### src/rtl/seq_shifter.sv
// seq_shifter: multi-cycle shift unit (SLL/SRL/SRA/ROR), at most STEP bit positions per clock.
//
// Ports:
//   clk_i     rising-edge clock
//   rst_i     asynchronous active-high reset
//   start_i   request, accepted only while ready_o=1
//   data_i    operand to shift
//   sha_i     shift amount (0..31)
//   byp_i     register-supplied amount exceeded 31 (ignored for ROR)
//   op_i      00 SLL, 01 SRL, 10 SRA, 11 ROR
//   flush_i   synchronous abort; beats start_i
//   ready_o   idle, can accept start
//   busy_o    shift in progress
//   done_o    one-cycle pulse, result_o valid
//   result_o  shifted value, held until the next accepted start
module seq_shifter #(
  parameter int unsigned STEP  = 4,
  parameter int unsigned WIDTH = 32
) (
  input  logic             clk_i,
  input  logic             rst_i,
  input  logic             start_i,
  input  logic [WIDTH-1:0] data_i,
  input  logic [4:0]       sha_i,
  input  logic             byp_i,
  input  logic [1:0]       op_i,
  input  logic             flush_i,
  output logic             ready_o,
  output logic             busy_o,
  output logic             done_o,
  output logic [WIDTH-1:0] result_o
);

  localparam logic [1:0] OpSll = 2'b00;
  localparam logic [1:0] OpSrl = 2'b01;
  localparam logic [1:0] OpSra = 2'b10;
  localparam logic [1:0] OpRor = 2'b11;

  localparam logic [4:0] StepAmt  = 5'(STEP);
  localparam logic [5:0] WidthAmt = 6'(WIDTH);

  typedef enum logic [1:0] {StIdle, StShift, StDone} state_e;

  state_e           state_q, state_d;
  logic [WIDTH-1:0] result_q, result_d;
  logic [4:0]       rem_q, rem_d;
  logic [1:0]       op_q, op_d;

  logic [4:0]       k;
  logic [WIDTH-1:0] shifted;

  // Bits moved this cycle: the whole remainder once it fits in one step.
  assign k = (rem_q < StepAmt) ? rem_q : StepAmt;

  always_comb begin
    shifted = result_q;
    unique case (op_q)
      OpSll:   shifted = result_q << k;
      OpSrl:   shifted = result_q >> k;
      OpSra:   shifted = $signed(result_q) >>> k;
      // k is never 0 while shifting, so the left part never shifts by WIDTH then.
      default: shifted = (result_q >> k) | (result_q << (WidthAmt - {1'b0, k}));
    endcase
  end

  always_comb begin
    state_d  = state_q;
    result_d = result_q;
    rem_d    = rem_q;
    op_d     = op_q;
    unique case (state_q)
      StIdle: begin
        if (!flush_i && start_i) begin
          op_d = op_i;
          if (byp_i && (op_i != OpRor)) begin
            result_d = (op_i == OpSra) ? {WIDTH{data_i[WIDTH-1]}} : '0;
            rem_d    = '0;
            state_d  = StDone;
          end else if (sha_i == 5'd0) begin
            result_d = data_i;
            rem_d    = '0;
            state_d  = StDone;
          end else begin
            result_d = data_i;
            rem_d    = sha_i;
            state_d  = StShift;
          end
        end
      end
      StShift: begin
        if (flush_i) begin
          // Partial result is left as-is; it is simply never flagged valid.
          rem_d   = '0;
          state_d = StIdle;
        end else begin
          result_d = shifted;
          rem_d    = rem_q - k;
          if (rem_q == k) begin
            state_d = StDone;
          end
        end
      end
      StDone:  state_d = StIdle;
      default: state_d = StIdle;
    endcase
  end

  always_ff @(posedge clk_i or posedge rst_i) begin
    if (rst_i) begin
      state_q  <= StIdle;
      result_q <= '0;
      rem_q    <= '0;
      op_q     <= OpSll;
    end else begin
      state_q  <= state_d;
      result_q <= result_d;
      rem_q    <= rem_d;
      op_q     <= op_d;
    end
  end

  assign ready_o  = (state_q == StIdle);
  assign busy_o   = (state_q == StShift);
  assign done_o   = (state_q == StDone);
  assign result_o = result_q;

endmodule

### config.mk
export PLATFORM = sky130hd
export DESIGN_NAME = seq_shifter
export DESIGN_NICKNAME = d
export VERILOG_FILES = /design/src/rtl/seq_shifter.sv
export SDC_FILE = /design/constraint.sdc
export NUM_CORES = 1
export LEC_CHECK = 0
export ABC_CLOCK_PERIOD_IN_PS = 7200
export BUFFER_PORTS_ARGS = -buffer_cell sky130_fd_sc_hd__buf_2
export CORE_MARGIN = 5
export CORE_UTILIZATION = 35
export CTS_CLUSTER_DIAMETER = 80
export CTS_CLUSTER_SIZE = 40
export DETAILED_ROUTE_END_ITERATION = 12
export REMOVE_ABC_BUFFERS = 1
export SYNTH_ARGS = -nofsm -noshare
export SYNTH_HDL_FRONTEND = slang
export SYNTH_SLANG_ARGS = --single-unit
### constraint.sdc
create_clock -name clk_i -period 7.2 [get_ports clk_i]
set_input_delay 1.08 -clock clk_i [delete_from_list [all_inputs] [get_ports clk_i]]
set_output_delay 1.08 -clock clk_i [all_outputs]
set_load 0.005 [all_outputs]
Word-level counts from Yosys, hierarchy flattened --
Index checks and enable logic that the tools add are counted.
Storage, ports and cells: register bits after elaboration 41
Cells by class: add/subtract/negate cells 2, order comparisons 1, equality and inequality tests 10, shift operators 4, mux-type cells 18, bitwise operators 1, reductions and logical operators 11
Operators with widths (count):
- 32-bit two-way mux | 4
- 32-bit one-hot mux with 3 select lines | 1
- 32-bit one-hot mux with 2 select lines | 1
- 32-bit OR | 1
- 32-bit by 5-bit left shift with 32-bit output | 1
- 32-bit by 6-bit left shift with 32-bit output | 1
- 32-bit by 5-bit right shift with 32-bit output | 1
- 32-bit by 5-bit >>> shifter with 32-bit output | 1
- 5-bit two-way mux | 5
- 2-bit two-way mux | 5
- 5-bit one-hot mux with 2 select lines | 1
- 2-bit == test, second input constant | 3
- 2-bit AND reduction | 3
- 6-bit by 5-bit subtractor with 6-bit output, first input constant | 1
- 5-bit == test | 1
- 5-bit logical NOT | 1
- 5-bit by 3-bit less-than comparator with 1-bit output, second input constant | 1
- 5-bit subtractor | 1
- 2-bit by 1-bit == test with 1-bit output, second input constant | 2
- 2-bit logical NOT | 2
- 2-bit inequality test, second input constant | 2
- 2-bit one-hot mux with 2 select lines | 1
- 3-bit by 2-bit inequality test with 1-bit output, second input constant | 1
- 3-bit AND reduction | 1
- other kinds (4) | 5

Logic depth before layout (Yosys ltp) --
Gate-level depths: netlist (run 1).
depth in word-level cells 8, gate-level depth with buffers 13, gate-level depth less buffers 8

Worst setup path after synthesis (run 1) --
Ideal clock, no wire load.
path kind flip-flop to flip-flop, from register rem_q[2], to register result_q[26] (netlist: result_o[26]), library setup time 0.104 ns, data arrival time 2.828 ns, slack 4.268 ns, stages on the path, launching flop included 12, path buffers 4, period minus slack after synthesis 2.932 ns, path through dfrtp_1 > buf_2 > nor4b_2 > inv_1 > buf_2 > ha_1 > clkbuf_1 > clkinv_1 > clkbuf_1 > a211oi_1 > o21ai_0 > a221oi_1
On the way: word-level cells in the longest chain between the ends 8, elaborated cells between the ends (all ways) 11, those cells by class 1 x add/sub; 1 x order compare; 4 x shift; 4 x mux; 1 x bitwise
RTL lines:
- start: declaration | line 46 | logic [4:0] rem_q, rem_d;
- start signal: assignment | line 117 | rem_q <= rem_d;
- 5-bit by 3-bit less-than comparator with 1-bit output | line 53 | assign k = (rem_q < StepAmt) ? rem_q : StepAmt;
- 5-bit two-way mux * | line 53
- 6-bit by 5-bit subtractor with 6-bit output | line 62 | default: shifted = (result_q >> k) | (result_q << (WidthAmt - {1'b0, k}));
- 32-bit by 6-bit left shift with 32-bit output | line 62
- 32-bit OR | line 62
- 32-bit one-hot mux with 3 select lines * | line 57 | unique case (op_q)
- 32-bit two-way mux * | line 91 | if (flush_i) begin
- 32-bit one-hot mux with 2 select lines * | line 71 | unique case (state_q)
- end signal: assignment | line 116 | result_q <= result_d;
- end: declaration | line 45 | logic [WIDTH-1:0] result_q, result_d;
Every way passes the cells marked *; elsewhere a longest branch is shown, timed or not. The select of a mux whose other input is x is not followed. A chain may end at the register's enable or synchronous reset.

Final worst setup path (run 1) --
from register rem_q[0], to register result_q[11] (netlist: result_o[11])
The elaborated chain is that of the path after synthesis.

==> flow_metrics.tcl, run 1 <==
set metrics [dict create \
    fin_crit_sh_pct 65.7 \
    detail_route.wl_per_cell_um 24.2 \
    cts_repair_resize_count 0 \
    synth_top_cell_by_area "dfrtp_1" \
    dpl_worst_slack_ns 2.59 \
    ios 79 \
    finalSetupViolCount 0 \
    drc 0 \
    fillCellCount 1626 \
    first_global_vias 5619 \
    clock_pin_slew_reported_for_the_worst_setup_and_hold_paths_after_clock_tree_synthesis_ns 0.07 \
    nets 754 \
    hp-class "flip-flop to flip-flop" \
    design.die.area_um2 17800 \
    synthTopCellsByArea "dfrtp_1 19%, mux2i_1 12%, a21oi_1 6.4%, mux4_2 6.3%, nand2_1 6.0%" \
    numCtsBuffers 5 \
    ir_worst_vdd_mv 0.190 \
    clock.fmax_mhz 211 \
    worstRegToRegCells 10 \
    combPwrFrac_pct 64.2 \
    die_width_um 133 \
    layout-drive-gt1-share_pct 20.2 \
    maxSlewViolCount 0 \
    worst-endpoint-arrival_ns 4.90 \
    initialDrtViolationCount 881 \
    flow.area_growth_from_synthesis_pct 9.33 \
    detailedRoute.firstPassIterationCount 5 \
    finalCriticalPeriod_ns 4.73 \
    post-synth-top-count-cell "nand2_1" \
    fin_setup_tns_ns 0 \
    h-tree-depth 2 \
    power_frac_clock_pct 11.0 \
    startpoint_type "flip-flop" \
    status "complete, no violations" \
    clk_root_buffer_cell "clkbuf_16" \
    whs_ns 0.552 \
    final-hold-violation-count 0 \
    worstSetupPathType "flip-flop to flip-flop" \
    setup_slack_ns 2.47 \
    synth_common_cells "85 x nand2_1, 68 x a21oi_1, 63 x mux2i_1, 47 x clkbuf_1, 43 x o21ai_0" \
    swShare_pct 54.7 \
    groute.usage.overall_pct 23.8 \
    relSlewSlack_pct 29.4 \
    syn_area_per_cell_um2 7.67 \
    hold_buffers 0 \
    total_switching_power_mw 1.20 \
    max-cap-violations 0 \
    port_buffers 78 \
    insertedDiodeCount 0 \
    timing_worst_slew_pin_value_ns 1.05 \
    rows 45 \
    cts_tree "yes" \
    cts.repair_timing.setup_buffer_count 0 \
    syn_inst 694 \
    yosys.area.top_type_share_pct 19.3 \
    synth_seq_area_share_pct 19.3 \
    antenna_found_initial 0 \
    synth-main-ff-cell "dfrtp_1" \
    ant_nets 0 \
    synth_warnings 0 \
    clkLatencyLatePin_ns 0.31 \
    power-per-cell-area_nw_per_um2 377 \
    pwr-share-seq_pct 24.9 \
    layout.cell_area.non_filler_um2 5820 \
    globalplace.congestion 0.970 \
    p_leak_nw 2.32 \
    die_h_um 133 \
    grt_setup_unrepaired "no" \
    critical_path.max_fanout 43 \
    slowest_stage_cell_cp "ha_1" \
    largest_net_degree_at_the_start_of_global_routing 44 \
    hpwlAfterDp_mm 14.2 \
    cts_sinks 41 \
    grt_first_pass_wirelength_mm 33.8 \
    ys_async_sr_fraction_pct 100 \
    sequence_of_cells_on_the_critical_path "buf_4 -> nor4b_4 -> buf_4 -> inv_2 -> ha_1 -> clkinv_1 -> nand3_1 -> o221ai_1 -> a31oi_1 -> a221oi_1" \
    synthesis.area_um2 5330 \
    vias_per_cell 6.64 \
    ys_seq_elements 41 \
    netlist-cell-type-count 73 \
    critical-path-top-cell-by-count "buf_4" \
    routed-via-count 5955 \
    grt.overflow.total 0 \
    cp_data_required_time_ns 7.37 \
    cpPeakStageDelay_ns 0.78 \
    routed_wirelength_mm 21.7 \
    cts-root-to-sink-buffers 2 \
    category_of_the_worst_setup_path_capture_point "flip-flop" \
    floorplan.core_area_um2 15100 \
    fin_worst_skew_ns 0.00541 \
    intPower_mw 0.995 \
    initial_cell_density_of_the_core_pct 35.3 \
    post_dp_cell_area_um2 5680 \
    edff_count_synth 0 \
    min_path_cells 1 \
]
-- worst paths after layout --
| kind | endpoint | slack [ns] | from |
|---|---|---|---|
| worst max register to register | result_o[11]$_DFFE_PP0P_ | 2.47 | rem_q[0]$_DFFE_PP0P_ |
| worst max-delay path | result_o[11]$_DFFE_PP0P_ | 2.47 | rem_q[0]$_DFFE_PP0P_ |
| worst min-delay path | state_q[1]$_DFFE_PP0P_ | 0.55 | state_q[1]$_DFFE_PP0P_ |
| max in group asynchronous | result_o[24]$_DFFE_PP0P_ | 5.59 | rst_i |
| min in group asynchronous | result_o[1]$_DFFE_PP0P_ | 1.00 | rst_i |
| worst min register to register | state_q[1]$_DFFE_PP0P_ | 0.55 | state_q[1]$_DFFE_PP0P_ |
-- cell usage in the layout (no fill, tap or decap), types with 12 or more instances in the layout --
master	netlist	layout
buf_4	2	13
nor2_1	42	40
dfrtp_1	41	41
buf_2	22	78
a221oi_1	18	18
nand3_1	19	19
a31oi_1	18	18
mux2_2	12	12
mux4_2	15	15
mux2i_1	63	63
o211ai_1	12	12
nand2_1	85	85
a211oi_1	22	22
o21ai_0	43	43
a21oi_1	68	68
-- per-stage QoR --
stage	cells	power (mW)	util, %
floorplan	610	1.41	-
global placement	889	1.91	37.6
detailed placement	889	1.91	37.6
CTS	897	2.16	38.6
global route	897	2.33	38.6
finish	897	2.20	38.6
-- critical path: cells and delay by family (launching register included) --
family,cells,cell delay (ns)
adders and majority gates,1,0.78
and+or+nand+nor,2,0.81
buffers and inverters,4,2.08
AOI/OAI and AO/OA,3,0.54
DFF,1,0.33
-- layer usage --
metal,share of wire [%],wire length (um),GRT usage (%)
met1,44,9460,34.5
met2,44,9530,35.6
met3,9.5,2070,4.72
met4,2.9,638,7.71
met5,0,0,0
-- power groups by stage --
stage / Sequential (mW) / Combinational, mW / Clock (mW)
2_1_floorplan: 0.476 / 0.935 / 0
3_3_place_gp: 0.538 / 1.38 / 0
6_report: 0.546 / 1.41 / 0.241
5_1_grt: 0.557 / 1.52 / 0.252
3_5_place_dp: 0.537 / 1.38 / 0
4_1_cts: 0.533 / 1.38 / 0.244
-- cell type report --
cell class	count	area (um^2)	share of cell area, %
sequential	41	1030	17.6
timing repair buffer	91	488	8.38
clock buffer	5	125	2.15
tap	188	235	4.04
inverter	12	45.0	0.774
multi-input combinational	557	3880	66.7
clock inverter	3	17.5	0.301
-- flip-flops by register name, summed over array words and instances, names as in the netlist --
signal    count
state_q       2
result_o     32
rem_q         5
op_q          2
-- kinds of logic after synthesis --
family | share of synthesized area [%]
AO/OA/AOI/OAI | 31.8
XOR/XNOR | 0.329
adder cells (fa/ha/maj) | 0.470
buffers and inverters | 8.25
flip-flops | 19.3
multiplexers | 21.2
other | 0.0704
AND/OR/NAND/NOR | 18.6
No activity file was read; power rests on OpenSTA's default activity.
==> run 2: changes to the inputs <==
--- a/config.mk
+++ b/config.mk
@@ -5,7 +5,7 @@
 export SDC_FILE = /design/constraint.sdc
 export NUM_CORES = 1
 export LEC_CHECK = 0
-export ABC_CLOCK_PERIOD_IN_PS = 7200
+export ABC_CLOCK_PERIOD_IN_PS = 4400
 export BUFFER_PORTS_ARGS = -buffer_cell sky130_fd_sc_hd__buf_2
 export CORE_MARGIN = 5
 export CORE_UTILIZATION = 35
==> constraint.sdc (replaced) <==
create_clock -name clk_i -period 4.4 [get_ports clk_i]
set_input_delay 0.66 -clock clk_i [delete_from_list [all_inputs] [get_ports clk_i]]
set_output_delay 0.66 -clock clk_i [all_outputs]
set_load 0.005 [all_outputs]
==> run 2 against run 1 <==
First-iteration DRC count fell by 3.7%; via count rose by 1.6%; utilization rose by 0.36 points; critical endpoint unchanged; highest routed layer unchanged.
==> flow_metrics.tcl, run 2 (synthesis gave the netlist of run 1 again) <==
set metrics [dict create \
    category_of_the_worst_setup_path_capture_point "flip-flop" \
    grt.overflow.total 0 \
    whs_ns 0.541 \
    critical_path.max_fanout 13 \
    p_leak_nw 2.35 \
    fin_crit_sh_pct 87.9 \
    ant_nets 0 \
    startpoint_type "flip-flop" \
    timing_worst_slew_pin_value_ns 1.17 \
    first_global_vias 5753 \
    routed-via-count 6053 \
    port_buffers 78 \
    grt_first_pass_wirelength_mm 34.1 \
    hp-class "flip-flop to flip-flop" \
    cp_data_required_time_ns 4.61 \
    floorplan.core_area_um2 15100 \
    maxSlewViolCount 0 \
    power-per-cell-area_nw_per_um2 633 \
    routed_wirelength_mm 21.9 \
    finalCriticalPeriod_ns 3.87 \
    clock_pin_slew_reported_for_the_worst_setup_and_hold_paths_after_clock_tree_synthesis_ns 0.07 \
    worstSetupPathType "flip-flop to flip-flop" \
    drc 0 \
    worstRegToRegCells 9 \
    setup_slack_ns 0.533 \
    largest_net_degree_at_the_start_of_global_routing 43 \
    ios 79 \
    antenna_found_initial 0 \
    vias_per_cell 6.74 \
    hold_buffers 0 \
    flow.area_growth_from_synthesis_pct 10.4 \
    rows 45 \
    clk_root_buffer_cell "clkbuf_16" \
    number_of_flip_flops_under_the_largest_register_name 32 \
    min_path_cells 1 \
    nets 755 \
    die_h_um 133 \
    clkLatencyLatePin_ns 0.31 \
    finalSetupViolCount 0 \
    final-hold-violation-count 0 \
    initial_cell_density_of_the_core_pct 35.3 \
    status "complete, no violations" \
    groute.usage.overall_pct 23.9 \
    layout_common_cells "85 x nand2_1, 78 x buf_2, 68 x a21oi_1, 63 x mux2i_1, 43 x o21ai_0" \
    dpl_worst_slack_ns 0.730 \
    cts.repair_timing.setup_buffer_count 0 \
    design.die.area_um2 17800 \
    cts_tree "yes" \
    die_width_um 133 \
    ir_worst_vdd_mv 0.283 \
    cts_repair_resize_count 0 \
    fin_worst_skew_ns 0.00382 \
    insertedDiodeCount 0 \
    mostFrequentLayoutCell "nand2_1" \
    fillCellCount 1623 \
    layout-drive-gt1-share_pct 20.3 \
    h-tree-depth 2 \
    clock.fmax_mhz 259 \
    globalplace.congestion 0.960 \
    power_mw 3.72 \
    grt_setup_unrepaired "no" \
    relSlewSlack_pct 21.1 \
    finish.utilization_pct 38.9 \
    detail_route.wl_per_cell_um 24.4 \
    initialDrtViolationCount 848 \
    detailedRoute.firstPassIterationCount 5 \
    max-cap-violations 0 \
    cts_sinks 41 \
    worst-endpoint-arrival_ns 4.08 \
    hpwlAfterDp_mm 14.4 \
    numCtsBuffers 5 \
    cts-root-to-sink-buffers 2 \
]
run 2: critical path, cell delays in order (launching register included):
cell and delay [ns]:
dfrtp_1 0.65, nor4b_2 0.10, buf_4 0.20, inv_1 0.35, ha_1 0.59, nor4b_2 0.68, nand3_1 0.50, o221ai_1 0.30
a31oi_1 0.07, a221oi_1 0.32
run 2: stage by stage:
stage	instance area, um^2	cells	setup TNS [ns]
4_1_cts	5880	898	0
3_3_place_gp	5690	890	0
5_1_grt	5880	898	0
3_5_place_dp	5690	890	0
6_report	5880	898	0
2_1_floorplan	4930	610	-23.97
run 2: layout make-up:
| class | count | area, um^2 | share of cell area [%] |
|---|---|---|---|
| inverter | 12 | 45.0 | 0.766 |
| sequential | 41 | 1030 | 17.5 |
| tap | 188 | 235 | 4.00 |
| clock inverter | 3 | 65.1 | 1.11 |
| multi-input combinational | 557 | 3880 | 66.1 |
| clock buffer | 5 | 125 | 2.13 |
| timing repair buffer | 92 | 495 | 8.43 |
run 2: final timing paths:
path	start	endpoint	slack (ns)
max	rem_q[2]$_DFFE_PP0P_	result_o[11]$_DFFE_PP0P_	0.53
min	state_q[1]$_DFFE_PP0P_	state_q[1]$_DFFE_PP0P_	0.54
max reg2reg	rem_q[2]$_DFFE_PP0P_	result_o[11]$_DFFE_PP0P_	0.53
min reg2reg	state_q[1]$_DFFE_PP0P_	state_q[1]$_DFFE_PP0P_	0.54
max in group asynchronous	rst_i	result_o[21]$_DFFE_PP0P_	3.21
min in group asynchronous	rst_i	state_q[0]$_DFFE_PP0P_	0.58
run 2: routing by layer:
layer	share of wire [%]	up-vias	GRT usage, %
li1	-	2668	-
met1	41	2890	34.0
met2	45	439	37.2
met3	11	56	4.91
met4	2.3	0	6.06
met5	0	-	0
run 2: where the power goes:
part / internal [mW] / switching [mW]
clock: 0.325 / 0.195
combinational: 0.926 / 1.38
sequential: 0.491 / 0.403
total: 1.74 / 1.98
